[config.mk]
export PLATFORM = sky130hd
export DESIGN_NAME = sync_fifo_param
export DESIGN_NICKNAME = d
export VERILOG_FILES = /design/src/rtl/fifo_defs.sv /design/src/rtl/fifo_dpram.sv /design/src/rtl/sync_fifo_param.sv
export SDC_FILE = /design/constraint.sdc
export NUM_CORES = 1
export LEC_CHECK = 0
export BUFFER_PORTS_ARGS = -buffer_cell sky130_fd_sc_hd__buf_2
export CAP_MARGIN = 0
export CELL_PAD_IN_SITES_DETAIL_PLACEMENT = 1
export CELL_PAD_IN_SITES_GLOBAL_PLACEMENT = 1
export CORE_ASPECT_RATIO = 0.75
export CORE_MARGIN = 5
export CORE_UTILIZATION = 50
export DETAILED_ROUTE_END_ITERATION = 12
export GPL_TIMING_DRIVEN = 1
export HOLD_SLACK_MARGIN = 0.1
export PLACE_DENSITY = 0.78
export SLEW_MARGIN = 0
export SYNTH_ARGS = -nofsm -noshare
export SYNTH_HDL_FRONTEND = slang
export SYNTH_SLANG_ARGS = --single-unit
[constraint.sdc]
create_clock -name clk -period 8.25 [get_ports clk]
set_input_delay 1.65 -clock clk [delete_from_list [all_inputs] [get_ports clk]]
set_output_delay 1.65 -clock clk [all_outputs]
set_load 0.05 [all_outputs]
[src/rtl/fifo_defs.sv]
// Shared constants and helpers for the parametrised synchronous FIFO.
package fifo_defs;

    localparam int MODE_STD  = 0;
    localparam int MODE_FWFT = 1;

    // Ceiling log2, used to size pointers from DEPTH at elaboration time.
    function automatic int clog2(input int value);
        int r;
        int v;
        r = 0;
        v = value - 1;
        while (v > 0) begin
            r = r + 1;
            v = v >> 1;
        end
        return r;
    endfunction

endpackage

[src/rtl/fifo_dpram.sv]
// Simple dual-port storage array: synchronous write, registered or asynchronous read.
module fifo_dpram
    import fifo_defs::*;
#(
    parameter int DATA_W = 8,
    parameter int DEPTH  = 16,
    parameter int ADDR_W = clog2(DEPTH),
    parameter int MODE   = MODE_STD
) (
    input  logic              clk,
    input  logic              rst,
    input  logic              wr_en,
    input  logic [ADDR_W-1:0] wr_addr,
    input  logic [DATA_W-1:0] wr_data,
    input  logic              rd_en,
    input  logic [ADDR_W-1:0] rd_addr,
    output logic [DATA_W-1:0] rd_data
);

    logic [DATA_W-1:0] mem [DEPTH];

    always_ff @(posedge clk) begin
        if (wr_en) begin
            mem[wr_addr] <= wr_data;
        end
    end

    generate
        if (MODE == MODE_FWFT) begin : g_async
            // Read strobe and reset are not needed when the head is shown combinationally.
            wire unused_ok = &{1'b0, rst, rd_en};
            assign rd_data = mem[rd_addr];
        end else begin : g_reg
            logic [DATA_W-1:0] rd_data_q;
            logic [DATA_W-1:0] rd_data_d;

            always_comb begin
                rd_data_d = rd_data_q;
                if (rd_en) begin
                    rd_data_d = mem[rd_addr];
                end
            end

            always_ff @(posedge clk) begin
                if (rst) begin
                    rd_data_q <= '0;
                end else begin
                    rd_data_q <= rd_data_d;
                end
            end

            assign rd_data = rd_data_q;
        end
    endgenerate

endmodule

[src/rtl/sync_fifo_param.sv]
// Parametrised single-clock FIFO with optional FWFT output, occupancy count,
// almost-full/almost-empty flags and one-cycle overflow/underflow pulses.
module sync_fifo_param
    import fifo_defs::*;
#(
    parameter int DATA_W   = 8,
    parameter int DEPTH    = 16,
    parameter int AF_LEVEL = DEPTH - 2,
    parameter int AE_LEVEL = 2,
    parameter int FWFT     = MODE_STD,
    localparam int ADDR_W  = clog2(DEPTH)
) (
    input  logic              clk,
    input  logic              rst,
    input  logic              write_req,
    input  logic [DATA_W-1:0] FIFO_write_data,
    input  logic              read_req,
    output logic [DATA_W-1:0] FIFO_read_data,
    output logic              full_sig,
    output logic              empty_sig,
    output logic              almost_full,
    output logic              almost_empty,
    output logic [ADDR_W:0]   count,
    output logic              overflow,
    output logic              underflow
);

    localparam int CNT_W = ADDR_W + 1;
    localparam logic [CNT_W-1:0] DEPTH_C = CNT_W'(DEPTH);
    localparam logic [CNT_W-1:0] AF_C    = CNT_W'(AF_LEVEL);
    localparam logic [CNT_W-1:0] AE_C    = CNT_W'(AE_LEVEL);

    logic [ADDR_W-1:0] wr_ptr_q, wr_ptr_d;
    logic [ADDR_W-1:0] rd_ptr_q, rd_ptr_d;
    logic [CNT_W-1:0]  count_q, count_d;
    logic              full_q, full_d;
    logic              empty_q, empty_d;
    logic              af_q, af_d;
    logic              ae_q, ae_d;
    logic              ovf_q, ovf_d;
    logic              unf_q, unf_d;
    logic              wr_ok, rd_ok;
    logic [DATA_W-1:0] ram_rd_data;

    // A write into a full FIFO is still taken when a pop frees the slot on the same edge.
    always_comb begin
        wr_ok    = write_req & (~full_q | read_req);
        rd_ok    = read_req & ~empty_q;
        wr_ptr_d = wr_ok ? wr_ptr_q + ADDR_W'(1) : wr_ptr_q;
        rd_ptr_d = rd_ok ? rd_ptr_q + ADDR_W'(1) : rd_ptr_q;
        count_d  = count_q + CNT_W'(wr_ok) - CNT_W'(rd_ok);
        full_d   = (count_d == DEPTH_C);
        empty_d  = (count_d == '0);
        af_d     = (count_d >= AF_C);
        ae_d     = (count_d <= AE_C);
        ovf_d    = write_req & ~wr_ok;
        unf_d    = read_req & empty_q;
    end

    always_ff @(posedge clk) begin
        if (rst) begin
            wr_ptr_q <= '0;
            rd_ptr_q <= '0;
            count_q  <= '0;
            full_q   <= 1'b0;
            empty_q  <= 1'b1;
            af_q     <= 1'b0;
            ae_q     <= 1'b1;
            ovf_q    <= 1'b0;
            unf_q    <= 1'b0;
        end else begin
            wr_ptr_q <= wr_ptr_d;
            rd_ptr_q <= rd_ptr_d;
            count_q  <= count_d;
            full_q   <= full_d;
            empty_q  <= empty_d;
            af_q     <= af_d;
            ae_q     <= ae_d;
            ovf_q    <= ovf_d;
            unf_q    <= unf_d;
        end
    end

    fifo_dpram #(
        .DATA_W (DATA_W),
        .DEPTH  (DEPTH),
        .ADDR_W (ADDR_W),
        .MODE   (FWFT)
    ) u_ram (
        .clk     (clk),
        .rst     (rst),
        .wr_en   (wr_ok),
        .wr_addr (wr_ptr_q),
        .wr_data (FIFO_write_data),
        .rd_en   (rd_ok),
        .rd_addr (rd_ptr_q),
        .rd_data (ram_rd_data)
    );

    generate
        if (FWFT == MODE_FWFT) begin : g_fwft
            // Last popped word, presented while the FIFO is empty.
            logic [DATA_W-1:0] hold_q, hold_d;

            always_comb begin
                hold_d = hold_q;
                if (rd_ok) begin
                    hold_d = ram_rd_data;
                end
            end

            always_ff @(posedge clk) begin
                if (rst) begin
                    hold_q <= '0;
                end else begin
                    hold_q <= hold_d;
                end
            end

            assign FIFO_read_data = empty_q ? hold_q : ram_rd_data;
        end else begin : g_std
            assign FIFO_read_data = ram_rd_data;
        end
    endgenerate

    assign full_sig     = full_q;
    assign empty_sig    = empty_q;
    assign almost_full  = af_q;
    assign almost_empty = ae_q;
    assign count        = count_q;
    assign overflow     = ovf_q;
    assign underflow    = unf_q;

endmodule

== Word level (Yosys, flattened, before mapping) ==
Memories as Yosys holds them, arrays and structs flattened. A register that Yosys moved wholly into a read port is not among the register bits.
Cells that the tools add are included.

* Register bits: 19
* Memory bits (writable): 128
* Bits of input ports: 12
* Memories kept: 1

* $add $sub $neg: 4
* $lt $le $gt $ge: 2
* Eq/ne operators: 1
* Muxes and demuxes: 2
* Bitwise gates (word level): 8
* Reduce and logical (&&, ||, !) cells: 1

{| class="wikitable"
|+ Memories
! memory !! depth !! bits a word !! read ports !! clocked after Yosys merged registers in !! write ports !! RTL line !! text
|-
| u_ram.mem || 16 || 8 || 1 || 1 || 1 || fifo_dpram.sv:20 || <nowiki>logic [DATA_W-1:0] mem [DEPTH];</nowiki>
|}

{| class="wikitable"
|+ Operators by type and width
! cell !! number
|-
| adder 4 x 1 -> 4 bit, second input constant || 2
|-
| adder 5 x 1 -> 5 bit || 1
|-
| equality test 5 bit, second input constant || 1
|-
| greater-or-equal comparator 5 x 4 -> 1 bit, second input constant || 1
|-
| <= comparator 5 x 2 -> 1 bit, second input constant || 1
|-
| zero test 5 bit || 1
|-
| subtractor 5 x 1 -> 5 bit || 1
|-
| bitwise AND 1 bit || 4
|-
| inverter 1 bit || 3
|-
| 2-to-1 mux 1 bit || 2
|-
| bitwise OR 1 bit || 1
|}

== Logic depth before layout (Yosys ltp) ==
Gate-level depths: netlist (run 1).

* Depth in word-level cells: 6
* Depth in mapped cells: 12
* Depth with buffers taken out: 11

== Modules after synthesis ==
Synthesis (run 1) repeated with hierarchy kept, for this count alone.

* Cell total of the unflattened synthesis: 404
* Area, all modules: 6185.9 µm²

{| class="wikitable"
|+ Modules (own cells, without submodules)
! module !! instances !! cells each !! area each (µm²)
|-
| fifo_dpram || 1 || 316 || 5343.9
|-
| sync_fifo_param || 1 || 88 || 842.1
|}

== Worst setup path before layout (run 1) ==
OpenSTA, ideal clock, no wires.

* Path type: input port to flip-flop
* Start point: input port read_req
* End point: register ae_q (netlist: almost_empty)
* Setup time: 0.116 ns
* Data arrival time: 3.743 ns
* Slack: 4.391 ns
* Stages on the path: 12
* Path buffers: 1
* Path through: nand2b_1 > and2_1 > clkbuf_1 > inv_1 > ha_1 > inv_1 > ha_1 > fa_1 > a21o_1 > a21oi_2 > xnor2_1 > a41o_1

* Longest elaborated chain between the ends: 5
* Elaborated cells on any way between the ends: 6

{| class="wikitable"
|+ Ends and longest elaborated chain
! item !! RTL line !! text
|-
| start, declared || sync_fifo_param.sv:17 || <nowiki>input logic read_req,</nowiki>
|-
| bitwise OR 1 bit || sync_fifo_param.sv:47 || <nowiki>wr_ok = write_req & (~full_q | read_req);</nowiki>
|-
| bitwise AND 1 bit || sync_fifo_param.sv:47 ||
|-
| adder 5 x 1 -> 5 bit || sync_fifo_param.sv:51 || <nowiki>count_d = count_q + CNT_W'(wr_ok) - CNT_W'(rd_ok);</nowiki>
|-
| subtractor 5 x 1 -> 5 bit * || sync_fifo_param.sv:51 ||
|-
| <= comparator 5 x 2 -> 1 bit * || sync_fifo_param.sv:55 || <nowiki>ae_d = (count_d <= AE_C);</nowiki>
|-
| end signal, assigned || sync_fifo_param.sv:68 || <nowiki>ae_q <= 1'b1;</nowiki>
|-
| end signal, assigned || sync_fifo_param.sv:78 || <nowiki>ae_q <= ae_d;</nowiki>
|-
| end, declared || sync_fifo_param.sv:39 || <nowiki>logic ae_q, ae_d;</nowiki>
|}

Mark *: on every way between the ends. The rest lies on a longest branch, timed or not.
A chain may end at the register's enable or synchronous reset.

== Worst setup path in the final report (run 1) ==
* Start point: input port read_req
* End point: register empty_q (netlist: empty_sig)

* Longest elaborated chain between the ends: 5
* Elaborated cells on any way between the ends: 6

{| class="wikitable"
|+ Ends and longest elaborated chain
! item !! RTL line !! text
|-
| bitwise OR 1 bit || sync_fifo_param.sv:47 ||
|-
| bitwise AND 1 bit || sync_fifo_param.sv:47 ||
|-
| adder 5 x 1 -> 5 bit || sync_fifo_param.sv:51 ||
|-
| subtractor 5 x 1 -> 5 bit * || sync_fifo_param.sv:51 ||
|-
| zero test 5 bit * || sync_fifo_param.sv:53 || <nowiki>empty_d = (count_d == '0);</nowiki>
|-
| end signal, assigned || sync_fifo_param.sv:76 || <nowiki>empty_q <= empty_d;</nowiki>
|-
| end, declared || sync_fifo_param.sv:37 || <nowiki>logic empty_q, empty_d;</nowiki>
|}

Marks and branches as above.

==> results of run 1 <==
path summary, 6_finish.rpt:
path | start | to | depth (start not counted)
max reg2reg | full_sig$_SDFF_PP0_ | empty_sig$_SDFF_PP1_ | 11
max | read_req | empty_sig$_SDFF_PP1_ | 12
min reg2reg | u_ram.rd_data[7]$_SDFFE_PP0P_ | u_ram.rd_data[7]$_SDFFE_PP0P_ | 2
min | u_ram.rd_data[7]$_SDFFE_PP0P_ | u_ram.rd_data[7]$_SDFFE_PP0P_ | 2
flip-flops by register name (all words and copies together) (netlist names):
| signal | flops |
|---|---|
| u_ram.mem | 128 |
| u_ram.rd_data | 8 |
| count | 5 |
| rd_ptr_q | 4 |
| wr_ptr_q | 4 |
| almost_empty | 1 |
| almost_full | 1 |
| empty_sig | 1 |
| full_sig | 1 |
| overflow | 1 |
| underflow | 1 |
logic make-up (layout without fill, tap and decap cells):
group	count (synthesis)	count (layout)	synth area share, %
buffers and inverters	28	77	2.49
DFF	155	155	71.6
muxes	57	57	12.6
and+or+nand+nor	58	58	4.62
xor gates and xnor gates	10	10	1.55
AOI/OAI and AO/OA	40	40	4.80
adders and majority gates	11	11	2.37
worst min-delay path, stage by stage, from the launching register on:
cell	delay [ns]
dfxtp_1	0.34
a32oi_1	0.06
o21ai_1	0.07
power by group through the flow:
| stage | Sequential, uW | Combinational [uW] | Clock [uW] |
|---|---|---|---|
| after floorplan | 1010 | 215 | 0 |
| after global placement | 941 | 383 | 0 |
| after detailed placement | 941 | 401 | 0 |
| after CTS | 926 | 404 | 772 |
| after global routing | 930 | 432 | 815 |
| final | 925 | 401 | 759 |
Yosys cell counts (4+ instances only):
cell type and instances:
buf_4 4, dfxtp_1 27, xnor2_1 4, mux2i_1 41
xor2_1 5, nand2_1 10, buf_2 7, inv_1 9
ha_1 10, o21ai_1 8, clkbuf_1 4, mux4_2 16
edfxtp_1 128, nor2b_1 4, a32oi_1 8, a22oi_1 16
nor3_1 4, nor2_1 24
area by class of cell:
type / instances / area (um^2) / area share [%]
clock inverter: 8 / 51.3 / 0.733
tap: 166 / 208 / 2.97
sequential: 155 / 4390 / 62.7
timing repair buffer: 36 / 195 / 2.79
clock buffer: 24 / 537 / 7.67
inverter: 9 / 33.8 / 0.483
multi-input combinational: 176 / 1590 / 22.7
stage by stage:
step	instance area (um^2)	instances	power (uW)
2_1_floorplan	6120	359	1230
3_3_place_gp	6410	542	1320
6_report	7000	574	2080
5_1_grt	7000	574	2180
4_1_cts	7000	574	2100
3_5_place_dp	6410	542	1340
layer usage:
| metal | vias to the layer above | global-route usage [%] | part of all wire (%) |
|---|---|---|---|
| li1 | 1460 | - | - |
| met1 | 1599 | 27.8 | 45 |
| met2 | 81 | 30.2 | 49 |
| met3 | 8 | 4.25 | 5.3 |
| met4 | 0 | 7.33 | 0.84 |
| met5 | - | 0 | 0 |
==> implementation parameters, run 1 <==
Parameter                              Value

Placed design
  Port-buffer cells    30
  Final HPWL from detailed placement    8.29 mm
  Setup Slack @ Placement    just over 4 ns
  Routability congestion estimate from global placement    0.737

Final layout
  End-of-flow core utilization    57.7%
  Leading cell type in the layout, fill and taps excluded    edfxtp_1
  ANT cells    0
  Area Growth Syn to Fin    14.3%
  Fin nets    418
  Fill cell total of the finished layout    approximately 1100
  Most frequent cells in the layout    128 x edfxtp_1, 41 x mux2i_1, 30 x buf_2
  Fraction of final layout cells sized beyond drive strength 1    21.3%

Yosys
  Total number of yosys warnings    0
  Mapped Cells    359
  Sequential fraction of the synthesis area    71.6%
  Post-synthesis cell type count    36
  Net Count, Synth    382
  Netlist area before placement    0.00612 mm^2
  Average cell area after synthesis    17.1 um^2
  Register bit total from synthesis    155
  Prevailing post-synth register cell    edfxtp_1
  Number of flops mapped to enable cells by yosys    128
  Fraction of synthesis flops using an asynchronous set or reset pin    0%
  Share of the synthesized area in the top cell type    62.8%
  Top cells by area, synth    edfxtp_1 63%, dfxtp_1 8.8%, mux2i_1 6.7%
  Synth area leader    edfxtp_1

Worst setup path
  Total buffers and inverters traversed by the critical path    3
  Cell type of the slowest stage on the worst timing path    fa_1
  Crit. End Element    flop
  CP Class    primary input to flop
  Critical-path maximum fanout    6
  Dominant delay contributor by cell family on the critical path    adder cells
  Largest stage delay on the critical path    approximately 0.42 ns
  Arrival time worst endpoint    4.06 ns
  Critical Path, Cell by Cell    buf_2 -> nand2b_1 -> and2_1 -> inv_1 -> ha_1 -> inv_1 -> ha_1 -> fa_1 -> a21o_1 -> a21oi_2 -> xnor2_1 -> a41o_1
  Endpoint required time on the critical path    8.61 ns
  Kind of start point of the critical path    primary input
  Register-to-register setup slack    5.58 ns

GRT
  Antenna violations before repair    0
  Number of global-route vias before repair    about 3500
  Overall track demand over capacity in global routing    ~20%
  Pin count of the biggest net entering global routing    51
  Global-route wire length before repair    20.6 mm
  Congestion Overflow GR    0

Timing
  Final setup fails    0
  RSZ-0062 raised after global routing    false
  Final-layout worst hold slack    0.506 ns
  Fmax    270 MHz
  Final clock period utilization by the worst path    approximately 45%
  Final Hold Violating Endpoints    0
  TNS Setup    0 ns
  Worst Setup Slack, final    4.54 ns
  Number of max-slew violations in the final report    0
  Pin slew with the least headroom to its limit    0.962 ns
  Final critical path time including I/O delays and setup    3.71 ns
  Worst slew margin relative to its limit    35.7%
  Worst clock skew on the final layout    0.00712 ns

Clock network
  Hold_buf cts    0
  PostCTS Resize Cnt    0
  Clock slew seen by the registers of the worst setup and hold paths    0.06 ns
  Clock tree buffer depth    2
  CTS tree    built
  Clock buffer count from CTS    17
  Clk_lat worst skew    0.41 ns
  Number of H-tree branching levels    4
  # Post-CTS Setup Buffers    0
  CTS sink count    155
  CTS Root Buffer Type    clkbuf_16

Pwr
  Combinational fraction of design power    19.2%
  P_leak    0.00234 uW
  Sequential share of power    44.4%
  Power share of the clock group    36.4%
  Maximum VDD drop    0.000149 V
  Cell-internal power    ~1500 uW
  Switching portion of total power    between 20% and 30%
  Switching power of the nets    604 uW
  Pwr/cell area    298 mW/mm^2

Routing
  Remaining DRCs    0
  Drt pass-1 iters    4
  WL final    13.1 mm
  Number of DRC markers in iteration 0    ~210
  Count of vias placed by the detailed router    3148
  Antenna Violating Nets Remaining    0
  Average wire per standard cell    22.8 um
  Number of vias per cell after detailed routing    between 5 and 6

Floorplanning
  Area of the die    0.0146 mm^2
  Horiz. Die Dim    ~140 um
  Placeable core region    0.0121 mm^2
  Starting density of the core    roughly half
  Number of placement rows    35
  IO Count    31
  Vert. Die Dim    ~110 um

Hold path
  Hold WC Path Type    flop to flop

Status
  Result of the run    finished clean

Job
  Number of max-capacitance violations reported    0
Note: power is estimated with default switching activity, not from simulation.
==> inputs of run 2 (changes only) <==
- CORE_UTILIZATION: 50 -> 47
- PLACE_DENSITY: 0.78 -> 0.77
- clock period: 8.25 -> 3.05 ns (I/O delays scaled with it)
==> run 2 against run 1 <==
Non-clock buffer count grew 13. Total power grew to 2.7 times the previous value. Critical path depth shrank 1. Via count grew 3.2%. Critical path type is now flop to flop. Largest cell class unchanged. Largest power group unchanged.
==> implementation parameters, run 2 (synthesized netlist as in run 1, its figures left out) <==
Parameter                              Value

Final layout
  Flip-flop count of the largest register, all copies and words added    128
  ANT cells    0
  Footprint of the multi-input gates    roughly 0.0016 mm^2
  Area Growth Syn to Fin    15.7%
  End-of-flow core utilization    55.0%
  Area used by sequential logic in the layout    0.00439 mm^2
  Fill cell total of the finished layout    about 1200
  Fraction of final layout cells sized beyond drive strength 1    roughly 22%
  Most frequent cells in the layout    128 x edfxtp_1, 41 x mux2i_1, 30 x buf_2
  Register with the most flip-flops    u_ram.mem
  Leading cell type in the layout, fill and taps excluded    edfxtp_1
  Final std cell area, no fill    between 0.007 and 0.008 mm^2
  Fin nets    about 430

Clock network
  PostCTS Resize Cnt    0
  CTS Root Buffer Type    clkbuf_16
  CTS sink count    ~160
  # Post-CTS Setup Buffers    0
  CTS tree    built
  Hold_buf cts    0
  Clock slew seen by the registers of the worst setup and hold paths    about 0.060 ns
  Clock tree buffer depth    2
  Clock buffer count from CTS    17
  Clk_lat worst skew    0.42 ns
  Number of H-tree branching levels    4

Timing
  TNS Setup    0 ns
  Worst Setup Slack, final    between 0.5 and 0.6 ns
  Fmax    396 MHz
  RSZ-0062 raised after global routing    false
  Number of max-slew violations in the final report    0
  Pin slew with the least headroom to its limit    0.803 ns
  Final Hold Violating Endpoints    0
  Final-layout worst hold slack    roughly 0.5 ns
  Final critical path time including I/O delays and setup    ~2.5 ns
  Worst clock skew on the final layout    0.00634 ns
  Final setup fails    0
  Worst slew margin relative to its limit    46.2%
  Final clock period utilization by the worst path    slightly above 80%

Placed design
  Routability congestion estimate from global placement    between 0.7 and 0.8
  Placement Cell Area    between 0.006 and 0.007 mm^2
  Port-buffer cells    30
  Setup Slack @ Placement    ~0.13 ns
  Final HPWL from detailed placement    8.93 mm

Worst setup path
  Capture point of the worst path    almost_empty$_SDFF_PP1_
  Critical register-to-register path startpoint    full_sig$_SDFF_PP0_
  Path depth of the worst reg2reg path    11
  CP Class    flop to flop
  Start point of the critical path    full_sig$_SDFF_PP0_
  Kind of start point of the critical path    flop
  Reg-to-Reg End    almost_empty$_SDFF_PP1_
  Critical-path maximum fanout    5
  Arrival time worst endpoint    2.88 ns
  Crit. End Element    flop
  Register-to-register setup slack    0.52 ns
  Endpoint required time on the critical path    3.40 ns

Routing
  WL final    around 14 mm
  Number of vias per cell after detailed routing    roughly 5.5
  Antenna Violating Nets Remaining    0
  Number of DRC markers in iteration 0    177
  Count of vias placed by the detailed router    3250
  Average wire per standard cell    ~23 um
  Drt pass-1 iters    4
  Remaining DRCs    0

Floorplanning
  IO Count    31
  Area of the die    0.0154 mm^2
  Horiz. Die Dim    142 um
  Number of placement rows    36
  Placeable core region    0.0129 mm^2
  Vert. Die Dim    109 um
  Starting density of the core    between 40% and 50%

Pwr
  Cell-internal power    a little under 4000 uW
  Pwr/cell area    slightly below 800 mW/mm^2
  Combinational fraction of design power    20.2%
  Maximum VDD drop    around 0.0004 V
  Power share of the clock group    35.5%
  Sequential share of power    around 44%
  Switching portion of total power    between 20% and 30%
  Switching power of the nets    1630 uW
  P_leak    0.00238 uW

GRT
  Pin count of the biggest net entering global routing    33
  Global-route wire length before repair    21.2 mm
  Antenna violations before repair    0
  Number of global-route vias before repair    3596
  Congestion Overflow GR    0
  Overall track demand over capacity in global routing    approximately a fifth

Hold path
  Worst hold path cell count    2
  Hold WC Path Type    primary input to flop

Job
  Number of max-capacitance violations reported    0

Status
  Result of the run    finished clean
## run 2: critical path, stage by stage, from the launching register on
cell,delay [ns]
dfxtp_1,0.32
nand2b_1,0.13
and2_1,0.16
inv_1,0.06
ha_1,0.27
inv_1,0.04
ha_1,0.20
fa_1,0.42
a21o_1,0.20
a21oi_2,0.15
xnor2_1,0.27
a41o_1,0.26
## run 2: layout make-up
type / count / share of cell area, %
flip-flops and latches: 155 / 61.9
multi-input cells: 176 / 22.4
clock buffers: 23 / 6.32
repair buffers: 49 / 4.49
well taps: 171 / 3.02
clock inverters: 9 / 1.38
inverters: 9 / 0.477
## run 2: metrics by stage
step	power [uW]	instances
2_1_floorplan	3330	359
3_3_place_gp	3590	560
3_5_place_dp	3650	560
4_1_cts	5640	592
5_1_grt	5850	592
6_report	5610	592
## run 2: power by group through the flow
| stage | registers [uW] | clock network, uW | logic (uW) |
|---|---|---|---|
| after detailed placement | 2530 | 0 | 1120 |
| final | 2490 | 1990 | 1130 |
| after floorplan | 2740 | 0 | 581 |
| after global placement | 2530 | 0 | 1070 |
| after CTS | 2490 | 2010 | 1140 |
| after global routing | 2500 | 2130 | 1220 |
## run 2: routing by layer
layer	track usage (%)	wire, um	up-vias
li1	-	-	1484
met1	24.8	6350	1715
met2	32.2	6760	39
met3	4.78	407	12
met4	5.96	117	0
met5	0	0	-
## run 2: worst min-delay path by stage
| stage | startpoint | end | slack, ns |
|---|---|---|---|
| floorplan | wr_ptr_q[1]$_SDFFE_PP0P_ | wr_ptr_q[1]$_SDFFE_PP0P_ | 0.48 |
| finish | read_req | underflow$_SDFF_PP0_ | 0.49 |
| global placement | u_ram.rd_data[0]$_SDFFE_PP0P_ | u_ram.rd_data[0]$_SDFFE_PP0P_ | 0.48 |
| global route | read_req | underflow$_SDFF_PP0_ | 0.46 |
| detailed placement | u_ram.rd_data[7]$_SDFFE_PP0P_ | u_ram.rd_data[7]$_SDFFE_PP0P_ | 0.48 |
| CTS | read_req | underflow$_SDFF_PP0_ | 0.46 |
==> inputs of run 3 (changes only) <==
- CORE_UTILIZATION: 47 -> 50
- PLACE_DENSITY: 0.77 -> 0.78
- clock period: 3.05 -> 2.35 ns (I/O delays scaled with it)
==> run 3 against run 2 <==
Non-clock buffer count is 9 higher. Via count increased by 1.6%. Global-route usage grew 0.99 points. Largest cell class unchanged. Final area grew 1.6%. First-iteration DRC count increased by 47%. Core utilization rose by 4.4 points.
==> implementation parameters, run 3 (synthesized netlist as in run 1, its figures left out) <==
Parameter                              Value

Worst setup path
  Arrival time worst endpoint    2.56 ns
  Kind of start point of the critical path    flop
  Critical register-to-register path startpoint    full_sig$_SDFF_PP0_
  Critical Path, Cell by Cell    nand2b_4 -> and2_4 -> inv_4 -> ha_4 -> inv_2 -> ha_4 -> fa_2 -> a21o_1 -> a21oi_2 -> xnor2_2 -> a41o_1
  Endpoint required time on the critical path    approximately 2.7 ns
  Cell type of the slowest stage on the worst timing path    fa_2
  Dominant delay contributor by cell family on the critical path    adder cells
  Start point of the critical path    full_sig$_SDFF_PP0_
  CP Class    flop to flop
  Total buffers and inverters traversed by the critical path    2
  Critical-path maximum fanout    5
  Largest stage delay on the critical path    between 0.3 and 0.4 ns
  Most prevalent standard cell on the critical path    ha_4
  Crit. End Element    flop

Timing
  Final clock period utilization by the worst path    between 90% and 100%
  Worst slew margin relative to its limit    ~64%
  Final setup fails    0
  Final critical path time including I/O delays and setup    2.25 ns
  Worst clock skew on the final layout    0.00960 ns
  Final Hold Violating Endpoints    0
  Pin slew with the least headroom to its limit    0.538 ns
  Fmax    444 MHz
  Number of max-slew violations in the final report    0
  RSZ-0062 raised after global routing    false

Routing
  WL final    13.7 mm
  Remaining DRCs    0
  Count of vias placed by the detailed router    3303
  Antenna Violating Nets Remaining    0
  Number of vias per cell after detailed routing    about 5.5
  Average wire per standard cell    23.0 um
  Number of DRC markers in iteration 0    261
  Drt pass-1 iters    4

Floorplanning
  Starting density of the core    50.5%
  Placeable core region    ~0.012 mm^2
  Vert. Die Dim    about 110 um
  Number of placement rows    35
  Area of the die    0.0146 mm^2
  Horiz. Die Dim    138 um
  IO Count    31

GRT
  Number of global-route vias before repair    3595
  Global-route wire length before repair    roughly 21 mm
  Pin count of the biggest net entering global routing    51
  Congestion Overflow GR    0
  Antenna violations before repair    0
  Overall track demand over capacity in global routing    between 20% and 30%

Pwr
  Pwr/cell area    a little over 1000 mW/mm^2
  Maximum VDD drop    0.000666 V
  P_leak    0.00244 uW

Clock network
  Number of H-tree branching levels    4
  Clk_lat worst skew    0.42 ns
  CTS tree    built
  Clock slew seen by the registers of the worst setup and hold paths    0.06 ns
  PostCTS Resize Cnt    0
  CTS Root Buffer Type    clkbuf_16
  Clock tree buffer depth    2
  Hold_buf cts    0
  CTS sink count    155
  # Post-CTS Setup Buffers    0
  Clock buffer count from CTS    17

Final layout
  ANT cells    0
  End-of-flow core utilization    59.4%
  Fraction of final layout cells sized beyond drive strength 1    27.7%
  Fin nets    440
  Most frequent cells in the layout    128 x edfxtp_1, 41 x mux2i_1, 30 x buf_2
  Flip-flop count of the largest register, all copies and words added    128
  Leading cell type in the layout, fill and taps excluded    edfxtp_1
  Area Growth Syn to Fin    17.5%
  Non-filler cells in the finished layout    596
  Register with the most flip-flops    u_ram.mem

Placed design
  Port-buffer cells    30
  Final HPWL from detailed placement    8.74 mm
  Count of placed standard cells including taps    about 560
  Routability congestion estimate from global placement    about 0.75

Status
  Result of the run    finished clean

Hold path
  Hold Startpoint    read_req
  Hold WC Path Type    primary input to flop

Job
  Number of max-capacitance violations reported    0
run 3: cell count changes in the layout (fill, tap and decap cells not counted), sizes merged:
cell      previous run  this run
inv                  9        10
clkinvlp             1         3
clkbuf              23        20
buf                 49        58
run 3: layer usage:
layer / part of all wire [%] / wire length (um) / GRT usage, %
met1: 43 / 5900 / 28.0
met3: 6.3 / 861 / 4.25
met5: 0 / 0 / 0
met4: 1.4 / 191 / 6.06
met2: 49 / 6760 / 32.1
run 3: report_power, final:
| part | internal, uW | switching, uW | total [uW] |
|---|---|---|---|
| registers | 3130 | 111 | 3240 |
| clock network | 1560 | 1060 | 2610 |
| logic | 598 | 995 | 1590 |
run 3: final cells by class:
type	count	area, um^2
Timing Repair Buffer	58	373
Fill cell	1106	4930
Multi-Input combinational cell	176	1630
Clock buffer	20	437
Inverter	9	36.3
Tap cell	166	208
Sequential cell	155	4390
Clock inverter	12	125
run 3: worst register-to-register path, cell delays in order (launching register included):
cell,delay (ns)
dfxtp_2,0.34
nand2b_4,0.07
and2_4,0.15
inv_4,0.04
ha_4,0.25
inv_2,0.03
ha_4,0.15
fa_2,0.37
a21o_1,0.20
a21oi_2,0.16
xnor2_2,0.12
a41o_1,0.26
run 3: worst paths after layout:
check,endpoint,slack [ns],cells past startpoint
max reg2reg,almost_empty$_SDFF_PP1_,0.1,11
min reg2reg,u_ram.rd_data[2]$_SDFFE_PP0P_,0.49,2
max,almost_empty$_SDFF_PP1_,0.1,11
min,underflow$_SDFF_PP0_,0.31,2
run 3: stage by stage:
stage / setup TNS, ns / instance area [um^2] / power, uW / hold slack, ns / setup slack [ns]
6_report: 0 / 7200 / 7450 / 0.310 / 0.0987
5_1_grt: 0 / 7200 / 7760 / 0.319 / 0.0394
4_1_cts: 0 / 7200 / 7520 / 0.297 / 0.0949
3_5_place_dp: -0.720 / 6640 / 4900 / 0.477 / -0.192
3_3_place_gp: -0.445 / 6640 / 4830 / 0.455 / -0.143
2_1_floorplan: -0.287 / 6180 / 4390 / 0.477 / -0.110
